===== src/rtl/t03_vga_pkg.sv =====
// Shared timing defaults and count width for the t03 VGA timing generator.
package t03_vga_pkg;

    localparam int unsigned CNT_W = 11;
    localparam int unsigned MAX_TOTAL = (1 << CNT_W) - 1;

    localparam int unsigned H_ACTIVE_DEF = 800;
    localparam int unsigned H_FP_DEF     = 40;
    localparam int unsigned H_SYNC_DEF   = 128;
    localparam int unsigned H_BP_DEF     = 88;

    localparam int unsigned V_ACTIVE_DEF = 600;
    localparam int unsigned V_FP_DEF     = 1;
    localparam int unsigned V_SYNC_DEF   = 4;
    localparam int unsigned V_BP_DEF     = 23;

    localparam int unsigned H_TOTAL_DEF = H_ACTIVE_DEF + H_FP_DEF + H_SYNC_DEF + H_BP_DEF;
    localparam int unsigned V_TOTAL_DEF = V_ACTIVE_DEF + V_FP_DEF + V_SYNC_DEF + V_BP_DEF;

endpackage


===== src/rtl/t03_vga_axis_counter.sv =====
// One display axis: position counter with registered sync/active decoded from
// the next count, so the flags always line up with the count they accompany.
module t03_vga_axis_counter
    import t03_vga_pkg::*;
#(
    parameter int unsigned ACTIVE = H_ACTIVE_DEF,
    parameter int unsigned FP     = H_FP_DEF,
    parameter int unsigned SYNC   = H_SYNC_DEF,
    parameter int unsigned BP     = H_BP_DEF,
    parameter bit          POL    = 1'b1
) (
    input  logic             clk,
    input  logic             nRst,
    input  logic             inc,
    input  logic             clr,
    output logic [CNT_W-1:0] cnt,
    output logic             sync,
    output logic             act,
    output logic             wrap
);

    localparam int unsigned TOTAL = ACTIVE + FP + SYNC + BP;
    localparam logic [CNT_W-1:0] LAST    = CNT_W'(TOTAL - 1);
    localparam logic [CNT_W-1:0] ACT_END = CNT_W'(ACTIVE);
    localparam logic [CNT_W-1:0] SYNC_LO = CNT_W'(ACTIVE + FP);
    localparam logic [CNT_W-1:0] SYNC_HI = CNT_W'(ACTIVE + FP + SYNC);

    if (TOTAL > MAX_TOTAL || TOTAL == 0) begin : g_bad_total
        $error("t03_vga_axis_counter: axis total out of 11-bit range");
    end

    logic [CNT_W-1:0] cnt_nxt;
    logic             sync_nxt;
    logic             act_nxt;

    // Terminal count; combinational so the next axis can chain off it.
    assign wrap = (cnt == LAST);

    always_comb begin
        cnt_nxt = cnt;
        if (clr) begin
            cnt_nxt = '0;
        end else if (inc) begin
            cnt_nxt = wrap ? '0 : cnt + CNT_W'(1);
        end
        sync_nxt = ((cnt_nxt >= SYNC_LO) && (cnt_nxt < SYNC_HI)) ? POL : ~POL;
        act_nxt  = (cnt_nxt < ACT_END);
    end

    always_ff @(posedge clk or negedge nRst) begin
        if (!nRst) begin
            cnt  <= '0;
            sync <= ~POL;
            act  <= 1'b0;
        end else begin
            cnt  <= cnt_nxt;
            sync <= sync_nxt;
            act  <= act_nxt;
        end
    end

endmodule


===== src/rtl/t03_vga_timing.sv =====
// VGA raster timing generator: pixel-strobed H/V counters, syncs, active and
// line/frame start pulses. Define T03_VGA_FRAME_CNT_EN to add a 16-bit frame counter.
module t03_vga_timing
    import t03_vga_pkg::*;
#(
    parameter int unsigned H_ACTIVE = H_ACTIVE_DEF,
    parameter int unsigned H_FP     = H_FP_DEF,
    parameter int unsigned H_SYNC   = H_SYNC_DEF,
    parameter int unsigned H_BP     = H_BP_DEF,
    parameter int unsigned V_ACTIVE = V_ACTIVE_DEF,
    parameter int unsigned V_FP     = V_FP_DEF,
    parameter int unsigned V_SYNC   = V_SYNC_DEF,
    parameter int unsigned V_BP     = V_BP_DEF,
    parameter bit          SYNC_POL = 1'b1
) (
    input  logic             clk,
    input  logic             nRst,
    input  logic             pix_en,
    input  logic             restart,
    output logic [CNT_W-1:0] Hcnt,
    output logic [CNT_W-1:0] Vcnt,
    output logic             hsync,
    output logic             vsync,
    output logic             active,
    output logic             line_start,
    output logic             frame_start
`ifdef T03_VGA_FRAME_CNT_EN
    ,
    output logic [15:0]      frame_cnt
`endif
);

    logic h_wrap;
    logic v_wrap;
    logic h_act;
    logic v_act;
    logic v_inc;

    assign v_inc = pix_en & h_wrap;

    t03_vga_axis_counter #(
        .ACTIVE (H_ACTIVE),
        .FP     (H_FP),
        .SYNC   (H_SYNC),
        .BP     (H_BP),
        .POL    (SYNC_POL)
    ) u_h_axis (
        .clk  (clk),
        .nRst (nRst),
        .inc  (pix_en),
        .clr  (restart),
        .cnt  (Hcnt),
        .sync (hsync),
        .act  (h_act),
        .wrap (h_wrap)
    );

    t03_vga_axis_counter #(
        .ACTIVE (V_ACTIVE),
        .FP     (V_FP),
        .SYNC   (V_SYNC),
        .BP     (V_BP),
        .POL    (SYNC_POL)
    ) u_v_axis (
        .clk  (clk),
        .nRst (nRst),
        .inc  (v_inc),
        .clr  (restart),
        .cnt  (Vcnt),
        .sync (vsync),
        .act  (v_act),
        .wrap (v_wrap)
    );

    // Both axis flags are flops updated on the same edge as the counts.
    assign active = h_act & v_act;

    // Start pulses mark the first cycle at column 0 / position (0,0).
    always_ff @(posedge clk or negedge nRst) begin
        if (!nRst) begin
            line_start  <= 1'b0;
            frame_start <= 1'b0;
        end else begin
            line_start  <= restart | v_inc;
            frame_start <= restart | (v_inc & v_wrap);
        end
    end

`ifdef T03_VGA_FRAME_CNT_EN
    always_ff @(posedge clk or negedge nRst) begin
        if (!nRst) begin
            frame_cnt <= '0;
        end else if (restart) begin
            frame_cnt <= '0;
        end else if (frame_start) begin
            frame_cnt <= frame_cnt + 16'(1);
        end
    end
`endif

endmodule

===== config.mk =====
export PLATFORM = sky130hd
export DESIGN_NAME = t03_vga_timing
export DESIGN_NICKNAME = d
export VERILOG_FILES = /design/src/rtl/t03_vga_pkg.sv /design/src/rtl/t03_vga_axis_counter.sv /design/src/rtl/t03_vga_timing.sv
export SDC_FILE = /design/constraint.sdc
export NUM_CORES = 1
export LEC_CHECK = 0
export ABC_AREA = 1
export BUFFER_PORTS_ARGS = -buffer_cell sky130_fd_sc_hd__clkbuf_2
export CAP_MARGIN = 0
export CORE_UTILIZATION = 60
export DETAILED_ROUTE_END_ITERATION = 8
export PLACE_DENSITY = 0.84
export SYNTH_ARGS = -nofsm -noshare
export SYNTH_HDL_FRONTEND = slang
export SYNTH_SLANG_ARGS = --single-unit
export TNS_END_PERCENT = 50

===== constraint.sdc =====
create_clock -name clk -period 5.1 [get_ports clk]
set_input_delay 0.255 -clock clk [delete_from_list [all_inputs] [get_ports clk]]
set_output_delay 0.255 -clock clk [all_outputs]
set_load 0.05 [all_outputs]

==> results of run 1 <==
synthesized netlist by cell type (2+ instances only):
cell type,count
nand2_4,2
nor2_4,3
nand2_1,69
nand2_2,5
o21ai_0,3
inv_1,35
ha_1,2
nor2_1,51
nand4_1,13
nor3_1,6
o21ai_1,3
xor2_1,4
inv_2,8
dfrtp_1,28
a21oi_1,4
nand3_1,30
nor2_2,4
placed cells by master, fill, tap and decap left out, drive strengths merged:
cell	instances
nor3	7
bufinv	1
o21bai	1
nand4	13
clkbuf	33
dlygate4sd3	1
nor3b	1
xor2	4
ha	2
o21ai	6
inv	43
a21oi	4
and2	1
nor2	58
dfrtp	28
or2	1
nand3	31
nand2	76
critical path, cell delays in order (launching register included):
cell,delay [ns]
dfrtp_1,0.46
ha_1,0.22
inv_1,0.09
nor2_4,0.19
nand3_4,0.15
nand2_4,0.21
inv_2,0.10
nand2_1,0.06
o21ai_1,0.08
nor2_1,0.14
nand2_1,0.08
nand2_1,0.06
nand2_1,0.05
nor2_1,0.08
metal layers:
layer  GRT usage, %  up-vias  part of all wire [%]
li1               -      944                     -
met4           9.52        0                   1.2
met1           45.4      858                    46
met5              0        -                     0
met3           4.24       10                   8.8
met2           46.8       85                    44
power breakdown:
group          switching, uW  internal, uW
combinational           32.3          9.05
sequential              4.92           225
clock                   69.0          79.6
cell type report:
cell class	instances	share of cell area, %
inverter	43	7.67
tap	31	1.84
timing repair buffer	31	7.61
clock inverter	1	1.43
sequential	28	33.3
clock buffer	3	1.07
multi-input combinational	205	47.1
logic make-up (layout without fill, tap and decap cells):
| group | Yosys count | after routing |
|---|---|---|
| AO/OA/AOI/OAI | 11 | 11 |
| XOR/XNOR | 4 | 4 |
| adder cells (fa/ha/maj) | 2 | 2 |
| buffers and inverters | 45 | 78 |
| flip-flops | 28 | 28 |
| AND/OR/NAND/NOR | 188 | 188 |
stage by stage:
stage | util, % | cell area (um2) | hold WS, ns | cells
after floorplan | - | 1870 | -0.0406 | 278
after global placement | 71.5 | 2040 | 0.333 | 337
after detailed placement | 71.5 | 2040 | 0.334 | 337
after CTS | 73.7 | 2100 | 0.0890 | 342
after global routing | 73.7 | 2100 | 0.0954 | 342
final | 73.7 | 2100 | 0.0884 | 342
state kept, by name, indices dropped and copies added (netlist names):
name / flops
u_h_axis.act: 1
line_start: 1
u_v_axis.cnt: 11
u_v_axis.sync: 1
u_h_axis.sync: 1
frame_start: 1
u_h_axis.cnt: 11
u_v_axis.act: 1
final timing paths:
check | to | slack (ns) | cells after the start | startpoint
worst max-delay path | u_v_axis.act | 3.10 | 13 | u_h_axis.cnt[0]
worst min-delay path | u_h_axis.cnt[2] | 0.09 | 2 | restart
worst max register to register | u_v_axis.act | 3.10 | 13 | u_h_axis.cnt[0]
worst min register to register | u_h_axis.cnt[1] | 0.64 | 2 | u_h_axis.cnt[1]
max in group asynchronous | u_v_axis.act | 4.18 | 2 | nRst
min in group asynchronous | u_h_axis.cnt[4] | 0.47 | 2 | nRst
==> metrics.txt, run 1 <==
Hold Vio Cnt, Final 0; RePlAce Congestion 0.894; clock-pin transition on the worst setup and hold timing paths 0.16 ns; num ports 31; Initial DRC Count 110; Simple-Gate Fraction of Synth Area 46.7%; mean post-synth cell area 6.72 um2; first-pass GRT wire length 7760 um; root buffer cell clkbuf_4; Ys Warns 0; Yosys top cell by area dfrtp_1; crit path DAT 2.29 ns; largest net degree at the start of global routing 29; CP max FO 12; Yosys top cell area share 37.5%; PostCTS Resize Cnt 0; total track usage 30.6%; wire length per cell 13.1 um; FFs w/ async S/R, synth 100%; period utilization 39.3%; postcts setup bufs 0; Die Footprint 3340 um2; synth top area cells dfrtp_1 38%, nand2_1 14%, nor2_1 10%; CTS Buf Count 3; Post-Synth XOR/XNOR Area 1.88%; site row count 19; Clk Latency, worst-skew pair 0.34 ns; CTS sink cnt 28; Seq/Total Area, Yosys 37.5%; leakage 0.00109 uW; final setup fails 0; largest family of logic cells by synthesized area simple AND/OR/NAND/NOR gates; drt pass-1 iters 8; Startpoint Class flip-flop; critical path class flip-flop to flip-flop; die height 57.8 um; area added between synthesis and finish 12.6%; multi-input logic area 990 um2; status finished, violations left; final wirelength 4500 um; CTS tree built; Diodes inserted 0; pwr/cell area 200 nW/um2; Synth Flop Type dfrtp_1; area of the core 2850 um2; vias in the first global route 1751; VDD IR max 168 uV; failing checks DRC; Synth Area in Compound Gates 3.08%; post-synthesis cell count 278; Synthesized Nets 284; power consumption 420 uW; initial antenna violation count 0; Residual DRC 1; port bufs 30; setup_tns 0 ns; Avg Vias per Cell 5.55; CTS max path bufs 2; fillers 258; worst slack at placement 3.13 ns; hpwl dp 3400 um; Seq cells post-synth 28; Unique masters post-synth 25; grt total ovfl 0; adder-cell share of the synthesized area 1.34%; relative slew slack 53.0%; H-tree depth 1; nets@finish 318; Worst Setup End Kind flip-flop; Pins Over Slew Limit 0; Seq. cell area 701 um2; layout cells sized above 1 18.6%; mux contribution to synthesized area 0%; Synth Cell Area 1870 um2; hold crit path type primary input to flip-flop; FMAX 499 MHz; CP required 5.38 ns; Initial Util 65.5%; DR vias 1897; RSZ-0062 raised after global routing false; worst setup margin 3.10 ns; number of synthesized flops with an enable pin 0; Final Critical Period 2.00 ns; post-detailed-route count of antenna-violating nets 0; Slew @ Worst Pin 0.705 ns; hold buffers post-CTS 1; clock skew 0.00390 ns; max-cap viol count 0; Die X 57.8 um
(Power assumes the default switching activity.)
==> inputs of run 2 (changes only) <==
--- a/config.mk
+++ b/config.mk
@@ -8,9 +8,9 @@
 export ABC_AREA = 1
 export BUFFER_PORTS_ARGS = -buffer_cell sky130_fd_sc_hd__clkbuf_2
 export CAP_MARGIN = 0
-export CORE_UTILIZATION = 60
+export CORE_UTILIZATION = 56
 export DETAILED_ROUTE_END_ITERATION = 8
-export PLACE_DENSITY = 0.84
+export PLACE_DENSITY = 0.79
 export SYNTH_ARGS = -nofsm -noshare
 export SYNTH_HDL_FRONTEND = slang
 export SYNTH_SLANG_ARGS = --single-unit
==> constraint.sdc (replaced) <==
create_clock -name clk -period 1.9 [get_ports clk]
set_input_delay 0.095 -clock clk [delete_from_list [all_inputs] [get_ports clk]]
set_output_delay 0.095 -clock clk [all_outputs]
set_load 0.05 [all_outputs]
==> run 2 against run 1 <==
The flow now finishes without violations. Register-to-register slack worse by 3.0 ns. Total power rose to 2.7 times the previous value. Flip-flop and latch count stayed put. Global-route usage decreased by 3.0 points. Count of clock-buffer cells in the layout unchanged. Cell count rose by 9.1%. Clock skew grew 0.00053 ns. Combinational power grew to 3.4 times the previous value. Routed wire length increased by 7.8%. Core utilization rose by 1.7 points. Clock power rose to 2.7 times the previous value. Die area rose by 6.9%. Largest cell class unchanged. Largest power group unchanged.
==> metrics.txt, run 2 (synthesized netlist as in run 1, its figures left out) <==
nets@finish 336 (was 318); Hold Vio Cnt, Final 0 (unchanged); port bufs 30 (unchanged); Avg Vias per Cell 5.33 (was 5.55); critical path's slowest cell dfrtp_2 (was dfrtp_1); power consumption 1150 uW (was 420 uW); total track usage 27.7% (was 30.6%); initial antenna violation count 0 (unchanged); Buf/Inv on CP 2 (unchanged); CP required 2.15 ns (was 5.38 ns); relative slew slack 52.9% (was 53.0%); VDD IR max 310 uV (was 168 uV); Crit. Startpoint u_h_axis.cnt[5] (was u_h_axis.cnt[0]); final setup fails 0 (unchanged); Initial Util 60.2% (was 65.5%); drt pass-1 iters 4 (was 8); CTS tree built (unchanged); clock skew 0.00443 ns (was 0.00390 ns); crit-path cells inv_2, nand2_2, nor2_4, nand3_4, nand2_8, inv_2, nand2_1, o21ai_1, nor2_1, nand2_1, nor2_2, nor2_1 (was ha_1, inv_1, nor2_4, nand3_4, nand2_4, inv_2, nand2_1, o21ai_1, nor2_1, nand2_1, nand2_1, nand2_1, nor2_1); area added between synthesis and finish 25.3% (was 12.6%); instance count on the critical path 12 (was 13); Hold Path Stages 3 (was 2); grt total ovfl 0 (unchanged); FMAX 560 MHz (was 499 MHz); worst setup margin 0.115 ns (was 3.10 ns); H-tree depth 1 (unchanged); largest net degree at the start of global routing 29 (unchanged); critical path class flip-flop to flip-flop (unchanged); clock-pin transition on the worst setup and hold timing paths 0.16 ns (about the same); post-detailed-route count of antenna-violating nets 0 (unchanged); Die X 59.8 um (was 57.8 um); hold crit path type primary input to flip-flop (unchanged); RePlAce Congestion 0.966 (was 0.894); leakage 0.00117 uW (was 0.00109 uW); wire length per cell 13.0 um (was 13.1 um); CTS sink cnt 28 (unchanged); vias in the first global route 1666 (was 1751); r2r setup slk 0.11 ns (was 3.10 ns); pwr/cell area 493 nW/um2 (was 200 nW/um2); setup_tns 0 ns (unchanged); area of the core 3100 um2 (was 2850 um2); max-cap viol count 0 (unchanged); leading cell type in the layout, fill and taps excluded nand2_1 (unchanged); first-pass GRT wire length 7420 um (was 7760 um); crit path DAT 2.03 ns (was 2.29 ns); Die Footprint 3570 um2 (was 3340 um2); Layout Cell Area excl Fill 2340 um2 (was 2100 um2); biggest regs u_h_axis.cnt (11), u_v_axis.cnt (11) (unchanged); Worst path max stage delay 0.48 ns (was 0.46 ns); CP max FO 8 (was 12); Residual DRC 0 (was 1); R2R Path End u_v_axis.act (unchanged); root buffer cell clkbuf_4 (unchanged); Diodes inserted 0 (unchanged); site row count 20 (was 19); crit path to u_v_axis.act (unchanged); status finished clean (was finished, violations left); CTS max path bufs 2 (unchanged); num ports 31 (unchanged); post-placement cell area 2140 um2 (was 2040 um2); layout cells sized above 1 28.9% (was 18.6%); Worst Setup End Kind flip-flop (unchanged); Final Critical Period 1.79 ns (was 2.00 ns); hpwl dp 3590 um (was 3400 um); worst slack at placement 0.0243 ns (was 3.13 ns); Initial DRC Count 116 (was 110); DR vias 1989 (was 1897); CTS Buf Count 3 (unchanged); final wirelength 4850 um (was 4500 um); period utilization 94.0% (was 39.3%); most frequent cells in the layout 68 x nand2_1, 47 x nor2_1, 35 x inv_1, 30 x clkbuf_2, 28 x nand3_1 (was 69 x nand2_1, 51 x nor2_1, 35 x inv_1, 30 x nand3_1, 30 x clkbuf_2); Hold Slack 0.0523 ns (was 0.0884 ns); Startpoint Class flip-flop (unchanged); Pins Over Slew Limit 0 (unchanged); critical path's top delay family simple AND/OR/NAND/NOR gates (unchanged); worst r2r path cells 12 (was 13); FF-to-FF Start u_h_axis.cnt[5] (was u_h_axis.cnt[0]); Clk Latency, worst-skew pair 0.33 ns (was 0.34 ns); die height 59.8 um (was 57.8 um); Slew @ Worst Pin 0.706 ns (was 0.705 ns)
## run 2: cell count changes in the layout (fill, tap and decap cells not counted), sizes merged
| cell | delta |
|---|---|
| buf | +16 |
| nand2 | +1 |
| dlygate4sd3 | +1 |
## run 2: layer usage
metal	global-route usage, %	routed length (um)	vias up
li1	-	-	980
met1	39.2	2260	910
met2	43.7	2180	89
met3	5.41	330	10
met4	6.31	69	0
met5	0	0	-
## run 2: worst min-delay path: cells and delay by family
family	cells	cell delay (ns)
buffers and inverters	1	0.11
AND/OR/NAND/NOR	2	0.15
## run 2: how the worst min path moves through the flow
stage            from         endpoint  slack, ns
2_1_floorplan    nRst      frame_start      -0.20
3_3_place_gp     nRst  u_h_axis.cnt[2]       0.17
3_5_place_dp     nRst  u_h_axis.cnt[2]       0.17
4_1_cts        pix_en  u_h_axis.cnt[0]       0.04
5_1_grt        pix_en  u_h_axis.cnt[0]       0.06
6_report       pix_en  u_h_axis.cnt[0]       0.05
## run 2: cell type report
class / instances / area [um2]
fillers: 267 / 762
inverters: 43 / 161
well taps: 44 / 55.1
repair buffers: 48 / 290
clock buffers: 3 / 22.5
flip-flops and latches: 28 / 712
multi-input cells: 206 / 1070
clock inverters: 1 / 30.0
## run 2: repair_timing
action / CTS / global route
gates cloned: 0 / 1
setup buffers: 0 / 5
pin swaps: 0 / 7
endpoints found under the setup margin: 2 / 4
gates resized for setup: 1 / 22
hold buffers: 2 / 0
hold endpoints to repair: 30 / 0
## run 2: stage by stage
step / util (%) / cells
final: 75.4 / 373
after global routing: 75.4 / 373
after CTS: 71.7 / 367
after detailed placement: 69.1 / 361
after global placement: 69.1 / 361
after floorplan: - / 278
## run 2: where the power goes
group / switching (uW) / internal [uW]
sequential: 9.14 / 606
combinational: 98.5 / 41.5
clock: 186 / 213
total: 293 / 861
==> inputs of run 3 (changes only) <==
--- a/config.mk
+++ b/config.mk
@@ -8,6 +8,7 @@
 export ABC_AREA = 1
 export BUFFER_PORTS_ARGS = -buffer_cell sky130_fd_sc_hd__clkbuf_2
 export CAP_MARGIN = 0
+export CORE_MARGIN = 2
 export CORE_UTILIZATION = 56
 export DETAILED_ROUTE_END_ITERATION = 8
 export PLACE_DENSITY = 0.79
==> run 3 against run 2 <==
Sequential share of layout area shrank 0.20 points. Die area up 6.8%. Flip-flop and latch count unchanged. First-iteration DRC count is 58% higher. Critical path type unchanged.
==> metrics.txt, run 3 (synthesized netlist as in run 1, its figures left out) <==
status finished clean (unchanged); biggest regs u_h_axis.cnt (11), u_v_axis.cnt (11) (unchanged); most frequent cells in the layout 69 x nand2_1, 47 x nor2_1, 34 x inv_1, 30 x clkbuf_2, 29 x nand3_1 (was 68 x nand2_1, 47 x nor2_1, 35 x inv_1, 30 x clkbuf_2, 28 x nand3_1); grt total ovfl 0 (unchanged); Seq pwr share 53.0% (was 53.3%); Startpoint Class flip-flop (unchanged); pwr/cell area 494 nW/um2 (was 493 nW/um2); FMAX 554 MHz (was 560 MHz); initial antenna violation count 0 (unchanged); fin util 75.7% (was 75.4%); H-tree depth 1 (unchanged); Seq. cell area 709 um2 (was 712 um2); CP max FO 5 (was 8); final wirelength 4870 um (was 4850 um); combinational share of power 12.3% (was 12.1%); hpwl dp 3530 um (was 3590 um); crit path DAT 2.05 ns (was 2.03 ns); relative slew slack 53.2% (was 52.9%); Hold Vio Cnt, Final 0 (unchanged); CP required 2.14 ns (was 2.15 ns); die height 61.8 um (was 59.8 um); clock skew 0.0145 ns (was 0.00443 ns); Slew @ Worst Pin 0.703 ns (was 0.706 ns); area added between synthesis and finish 25.7% (was 25.3%); VDD IR max 360 uV (was 310 uV); num ports 31 (unchanged); Pins Over Slew Limit 0 (unchanged); area of the core 3100 um2 (unchanged); Initial DRC Count 183 (was 116); largest net degree at the start of global routing 29 (unchanged); multi-input logic area 1060 um2 (was 1070 um2); clock-pin transition on the worst setup and hold timing paths 0.16 ns (about the same); port bufs 30 (unchanged); Switching Power 297 uW (was 293 uW); fillers 266 (was 267); period utilization 95.0% (was 94.0%); Avg Vias per Cell 5.27 (was 5.33); Final Critical Period 1.80 ns (was 1.79 ns); nets@finish 339 (was 336); Diodes inserted 0 (unchanged); site row count 20 (unchanged); layout cells sized above 1 28.6% (was 28.9%); RePlAce Congestion 0.994 (was 0.966); Initial Util 60.2% (unchanged); root buffer cell clkbuf_4 (unchanged); first-pass GRT wire length 7430 um (was 7420 um); Worst Setup End Kind flip-flop (unchanged); leakage 0.00119 uW (was 0.00117 uW); clock share of power 34.7% (was 34.6%); Die X 61.8 um (was 59.8 um); post-detailed-route count of antenna-violating nets 0 (unchanged); Hold Slack 0.0643 ns (was 0.0523 ns); critical path class flip-flop to flip-flop (unchanged); Residual DRC 0 (unchanged); CTS max path bufs 2 (unchanged); DR vias 1983 (was 1989); Clk Latency, worst-skew pair 0.34 ns (was 0.33 ns); vias in the first global route 1715 (was 1666); drt pass-1 iters 5 (was 4); Cell Int Power 863 uW (was 861 uW); CTS Buf Count 3 (unchanged); hold crit path type primary input to flip-flop (unchanged); CTS sink cnt 28 (unchanged); leading cell type in the layout, fill and taps excluded nand2_1 (unchanged); final setup fails 0 (unchanged); Die Footprint 3810 um2 (was 3570 um2); CTS tree built (unchanged); max-cap viol count 0 (unchanged); Sw Share 25.6% (was 25.4%); wire length per cell 12.9 um (was 13.0 um); total track usage 26.3% (was 27.7%)
[run 3: power by group through the flow]
stage | Combinational [uW] | Sequential, uW | Clock (uW)
global route | 155 | 617 | 425
CTS | 127 | 614 | 406
detailed placement | 122 | 625 | 0
global placement | 121 | 624 | 0
finish | 143 | 615 | 402
floorplan | 45.6 | 658 | 0
[run 3: final cells by class]
| type | instances | share of cell area [%] |
|---|---|---|
| Clock inverter | 1 | 1.28 |
| Clock buffer | 3 | 0.959 |
| Timing Repair Buffer | 51 | 13.3 |
| Sequential cell | 28 | 30.2 |
| Tap cell | 44 | 2.34 |
| Inverter | 43 | 6.87 |
| Multi-Input combinational cell | 206 | 45.0 |
[run 3: what timing repair did]
item	CTS	global route
endpoints found under the setup margin	2	4
setup buffers	0	7
hold buffers	2	0
gates cloned	0	1
endpoints found under the hold margin	30	0
resized for setup	1	18
pin swaps	1	4
[run 3: final timing paths]
check                                      from          endpoint  slack [ns]  cells after the start
worst min register to register  u_h_axis.cnt[2]   u_h_axis.cnt[2]        0.64                      2
worst max-delay path            u_v_axis.cnt[1]      u_v_axis.act         0.1                     10
max in group asynchronous                  nRst   u_h_axis.cnt[0]        1.10                      2
worst max register to register  u_v_axis.cnt[1]      u_v_axis.act         0.1                     10
min in group asynchronous                  nRst  u_h_axis.cnt[10]        0.30                      2
worst min-delay path                     pix_en   u_h_axis.cnt[1]        0.06                      3
[run 3: metrics by stage]
step / std cells / area (um2) / power [uW] / setup slack, ns / setup TNS (ns)
after global routing: 376 / 2350 / 1200 / -0.00787 / -0.00787
after detailed placement: 362 / 2150 / 747 / -0.00120 / -0.00120
after global placement: 362 / 2150 / 746 / 0.0615 / 0
final: 376 / 2350 / 1160 / 0.0959 / 0
after floorplan: 278 / 1870 / 704 / 0.0449 / 0
after CTS: 368 / 2230 / 1150 / 0.00743 / 0
[run 3: worst max-delay path, cell delays in order, from the launching register on]
cell and delay (ns):
dfrtp_2 0.43, ha_2 0.25, nand3_1 0.12, nor2_2 0.19
nand4_1 0.13, nand2_1 0.16, nand2_1 0.10, nor2_1 0.11
nand2_1 0.06, nor2_1 0.10, nor2_1 0.06
[run 3: per-layer routing]
| metal | wire length, um | vias to the layer above | GRT usage, % |
|---|---|---|---|
| li1 | - | 987 | - |
| met2 | 2210 | 103 | 39.2 |
| met5 | 0 | - | 0 |
| met3 | 448 | 6 | 4.55 |
| met1 | 2170 | 887 | 39.6 |
| met4 | 44 | 0 | 6.99 |
